$ cat src/rtl/down_cnt_arbiter_pkg.sv
// Shared definitions for the two-requester down-counter arbiter.
package down_cnt_arbiter_pkg;

    localparam int              CNT_W   = 8;
    localparam logic [CNT_W-1:0] CNT_RST = 8'hFF;

    // 2'b11 is unused and behaves as IDLE wherever it is decoded.
    typedef enum logic [1:0] {
        ST_IDLE = 2'b00,
        ST_RUN  = 2'b01,
        ST_DONE = 2'b10
    } state_t;

    // Requester index to one-hot grant vector.
    function automatic logic [1:0] onehot2(input logic idx);
        return idx ? 2'b10 : 2'b01;
    endfunction

endpackage

$ cat src/rtl/down_cnt_core.sv
// Loadable down-counter datapath shared by both requesters.
// Load takes priority over decrement; the arbiter guarantees dec never
// fires at zero, so there is no wrap protection here.
module down_cnt_core
    import down_cnt_arbiter_pkg::*;
#(
    parameter int W = CNT_W
) (
    input  logic         clk,
    input  logic         reset_n,
    input  logic         load,
    input  logic         dec,
    input  logic [W-1:0] din,
    output logic [W-1:0] dout,
    output logic         is_one
);

    logic [W-1:0] cnt_q;

    // Counter register: reset to all-ones, load wins over decrement.
    always_ff @(posedge clk or negedge reset_n) begin
        if (!reset_n) begin
            cnt_q <= W'(CNT_RST);
        end else if (load) begin
            cnt_q <= din;
        end else if (dec) begin
            cnt_q <= cnt_q - W'(1);
        end
    end

    assign dout   = cnt_q;
    assign is_one = (cnt_q == W'(1));

endmodule

$ cat src/rtl/down_cnt_arbiter.sv
// Round-robin arbiter that lends one down-counter to two requesters.
//
// state | meaning
// ------+---------------------------------------------------------------
// IDLE  | no grant; arbitrate on any request and load the winner's length
// RUN   | counting down for the granted requester (hold freezes, drop aborts)
// DONE  | single-cycle completion; done pulses to the granted requester
module down_cnt_arbiter
    import down_cnt_arbiter_pkg::*;
#(
    parameter int WIDTH = CNT_W
) (
    input  logic             clk,
    input  logic             reset_n,
    input  logic [1:0]       req,
    input  logic [WIDTH-1:0] len0,
    input  logic [WIDTH-1:0] len1,
    input  logic             hold,
    output logic [1:0]       gnt,
    output logic [1:0]       done,
    output logic             busy,
    output logic [WIDTH-1:0] count
);

    state_t           state_q, state_d;
    logic [1:0]       gnt_q, gnt_d;
    logic             last_q, last_d;
    logic             winner;
    logic [WIDTH-1:0] len_sel;
    logic             load, dec, is_one;

    // On a tie the requester that did not win last time is favoured.
    always_comb begin
        winner = (req == 2'b11) ? ~last_q : req[1];
        len_sel = winner ? len1 : len0;
    end

    // State, grant and round-robin pointer registers.
    always_ff @(posedge clk or negedge reset_n) begin
        if (!reset_n) begin
            state_q <= ST_IDLE;
            gnt_q   <= 2'b00;
            last_q  <= 1'b1;
        end else begin
            state_q <= state_d;
            gnt_q   <= gnt_d;
            last_q  <= last_d;
        end
    end

    // Next-state and counter control. Abort is checked before hold and
    // before the final decrement so a dropped request never sees done.
    always_comb begin
        state_d = state_q;
        gnt_d   = gnt_q;
        last_d  = last_q;
        load    = 1'b0;
        dec     = 1'b0;
        case (state_q)
            ST_RUN: begin
                if ((req & gnt_q) == 2'b00) begin
                    state_d = ST_IDLE;
                    gnt_d   = 2'b00;
                end else if (!hold) begin
                    dec = 1'b1;
                    if (is_one) begin
                        state_d = ST_DONE;
                    end
                end
            end
            ST_DONE: begin
                state_d = ST_IDLE;
                gnt_d   = 2'b00;
            end
            default: begin
                if (req != 2'b00) begin
                    load    = 1'b1;
                    gnt_d   = onehot2(winner);
                    last_d  = winner;
                    state_d = (len_sel != '0) ? ST_RUN : ST_DONE;
                end
            end
        endcase
    end

    down_cnt_core #(
        .W (WIDTH)
    ) u_core (
        .clk     (clk),
        .reset_n (reset_n),
        .load    (load),
        .dec     (dec),
        .din     (len_sel),
        .dout    (count),
        .is_one  (is_one)
    );

    assign gnt  = gnt_q;
    assign done = gnt_q & {2{state_q == ST_DONE}};
    assign busy = (state_q == ST_RUN) || (state_q == ST_DONE);

endmodule

$ cat config.mk
export PLATFORM = sky130hd
export DESIGN_NAME = down_cnt_arbiter
export DESIGN_NICKNAME = d
export VERILOG_FILES = /design/src/rtl/down_cnt_arbiter_pkg.sv /design/src/rtl/down_cnt_core.sv /design/src/rtl/down_cnt_arbiter.sv
export SDC_FILE = /design/constraint.sdc
export NUM_CORES = 1
export LEC_CHECK = 0
export CORE_MARGIN = 3
export CORE_UTILIZATION = 44
export DETAILED_ROUTE_END_ITERATION = 7
export PLACE_DENSITY = 0.79
export SYNTH_ARGS = -nofsm -noshare
export SYNTH_HDL_FRONTEND = slang
export SYNTH_SLANG_ARGS = --single-unit
$ cat constraint.sdc
create_clock -name clk -period 2.05 [get_ports clk]
set_input_delay 0.205 -clock clk [delete_from_list [all_inputs] [get_ports clk]]
set_output_delay 0.205 -clock clk [all_outputs]
set_load 0.02 [all_outputs]
==> impl_metrics.csv <==
group,metric,value,unit
outcome,outcome,"finished, final reports clean",
floorplan,die_w,52.3,um
synth,synth_cell_types,41,
drt,drtAntennaViolNets,0,
finish,final_common_cell,"clkdlybuf4s50_1",
pwr,max-vdd-ir-drop,0.732,mV
critical_path,crit_path_start_kind,"flip-flop",
finish,stdcell_area,0.00136,mm2
clock_tree,clkTransAtPathRegs,0.09,ns
drt,drt-total-wl,2270,um
pwr,pwr-share-clk,8.5,%
synth,synth-seq-cells,13,
finish,diodes,0,
sta,whs,0.286,ns
placement,numPortBuffers,33,
critical_path,critPathCaptureType,"output port",
sta,rsz0062_at_grt,"no",
finish,synthToLayoutAreaGrowth,44.1,%
clock_tree,clkLatencyLatePin,0.28,ns
pwr,swShare,43.2,%
sta,max_freq,529,MHz
synth,synth_top_area_share,25.0,%
floorplan,die_height,52.3,um
sta,final_max_slew_viol_count,0,
grt,grt_overflow_total,0,
placement,pre_cts_ws,0.0464,ns
drt,firstDrtPassIters,4,
floorplan,start_util,47.2,%
floorplan,core_area,0.00200,mm2
pwr,p_int,1.10,mW
clock_tree,cts-root-buf,"clkbuf_4",
sta,tightest_slew,0.583,ns
synth,yosysTopAreaCell,"dfstp_2",
clock_tree,numCtsBuffers,3,
pwr,p_per_area,1430,mW/mm2
sta,finalCriticalPeriod,1.89,ns
clock_tree,hold_buffers,0,
drt,routed-via-count,878,
grt,grt.total_usage,17.9,%
critical_path,cp.arrival,1.69,ns
finish,drive_gt1_share,18.4,%
floorplan,ioPinCount,34,
synth,synth.avg_cell_area,9.74,um2
pwr,p_comb_share,61.0,%
sta,timing_hold_violations_final,0,
sta,finalWorstSetupSlack,0.159,ns
drt,wire_per_inst,13.9,um
sta,worst_clock_skew,0.00770,ns
flow_run,cap_violations,0,
synth,synth_edf_count,0,
synth,async_flop_share,100,%
critical_path,worstSetupPathType,"reg2out",
clock_tree,cts_tree,"built",
finish,final_cell_mix,"clkdlybuf4s50_1, nor2b_1, dfstp_2, a211oi_1, a21oi_1",
pwr,p_leak,0.518,nW
clock_tree,clk_path_buf_depth,2,
finish,fillers,155,
synth,yosys_warnings,0,
synth,ys_seq_area_share,35.6,%
sta,setup_viol,0,
floorplan,die_area,0.00274,mm2
grt,antenna_found_initial,0,
pwr,power,1.94,mW
pwr,p_switching,840,uW
floorplan,core.rowCount,16,
synth,synth_ff_type,"dfstp_2",
synth,syn_area,945,um2
sta,relSlewSlack,61.0,%
placement,post-dp-hpwl,1860,um
grt,grt_pass1_wl,3680,um
critical_path,cp_max_fo,3,
synth,syn_inst,97,
sta,post-route-period-util,92.3,%
placement,gp_congestion,0.856,
worst_hold_path,min-delay-path-class,"in2async",
drt,drc,0,
clock_tree,htree_num_levels,1,
drt,drtIter0Drc,14,
grt,grt_pass1_vias,852,
grt,grt_max_degree,17,
synth,synth.net_count,122,
finish,register_area,337,um2
clock_tree,clock_sinks,13,
drt,vias_per_cell,5.39,
pwr,seqPwrFrac,30.5,%
critical_path,worstPathRequired,1.85,ns
finish,final_net_count,162,
sta,setup_tns,0,ns
finish,multiInputGateArea,576,um2
synth,ys_top_cells_by_area,"dfstp_2, dfrtp_1, a211oi_1",
placement,placed_cell_area,0.00133,mm2
## metal layers
metal | wire [um] | global-route usage [%] | part of all wire, % | vias to the layer above
li1 | - | - | - | 443
met1 | 1040 | 23.7 | 46 | 397
met2 | 1070 | 30.6 | 47 | 33
met3 | 117 | 1.14 | 5.2 | 5
met4 | 40 | 6.38 | 1.8 | 0
met5 | 0 | 0 | 0 | -
## registers in the layout, summed over array words and instances (netlist names)
| name | count |
|---|---|
| state_q | 2 |
| gnt | 2 |
| u_core.dout | 8 |
| last_q | 1 |
## stage by stage
step / util (%) / cells
floorplan: - / 97
global placement: 66.6 / 159
detailed placement: 66.6 / 159
CTS: 67.9 / 163
global route: 68.0 / 163
finish: 68.0 / 163
## cell type report
| type | count | share of cell area, % |
|---|---|---|
| Inverter | 5 | 1.38 |
| Multi-Input combinational cell | 76 | 42.3 |
| Clock buffer | 4 | 1.93 |
| Sequential cell | 13 | 24.7 |
| Tap cell | 27 | 2.48 |
| Timing Repair Buffer | 38 | 27.2 |
## critical path, stage by stage, from the launching register on
cell and delay [ns]:
dfrtp_1 0.41, inv_1 0.06, ha_1 0.19, and2_1 0.14, clkdlybuf4s50_1 0.61
## power groups by stage
stage	Sequential (mW)	Combinational (mW)	Clock, mW
2_1_floorplan	0.694	0.615	0
3_3_place_gp	0.588	1.17	0
3_5_place_dp	0.595	1.18	0
4_1_cts	0.592	1.19	0.166
5_1_grt	0.611	1.29	0.172
6_report	0.593	1.19	0.165
## final timing paths
check / slack, ns / cells after the start / to / from
hold reg to reg: 0.54 / 2 / last_q$_DFFE_PN1P_ / last_q$_DFFE_PN1P_
min in group clk: 0.54 / 2 / last_q$_DFFE_PN1P_ / last_q$_DFFE_PN1P_
setup reg to reg: 0.20 / 6 / state_q[0]$_DFFE_PN0P_ / state_q[1]$_DFFE_PN0P_
setup / recovery: 0.16 / 4 / done[0] / state_q[0]$_DFFE_PN0P_
hold / removal: 0.29 / 1 / gnt[1]$_DFFE_PN0P_ / reset_n
max in group asynchronous: 1.38 / 1 / u_core.dout[3]$_DFFE_PN1P_ / reset_n
## kinds of logic (layout without fill, tap and decap cells)
| group | after synthesis | in the layout | share of synthesized area (%) |
|---|---|---|---|
| AOI/OAI and AO/OA | 29 | 29 | 21.7 |
| and+or+nand+nor | 34 | 34 | 24.4 |
| xor gates and xnor gates | 6 | 6 | 5.56 |
| adders and majority gates | 4 | 4 | 5.30 |
| buffers and inverters | 8 | 47 | 3.44 |
| DFF | 13 | 13 | 35.6 |
| muxes | 3 | 3 | 3.97 |
## repair_timing
item / CTS / global route
endpoints found under the setup margin: 0 / 1
setup buffers: 0 / 0
gates resized for setup: 0 / 1
## Yosys cell counts (all sizes together) (2+ instances only)
cell and n:
a31oi 2, buf 2, a211oi 8, o21ai 3
nor3b 2, ha 4, dfrtp 4, xor2 2
inv 5, nor4 3, and2 2, nor3 3
a21boi 2, a21oi 8, or4 3, mux2 3
xnor2 4, nor2b 9, nor2 4, dfstp 9
No activity file was read; power rests on OpenSTA's default activity.
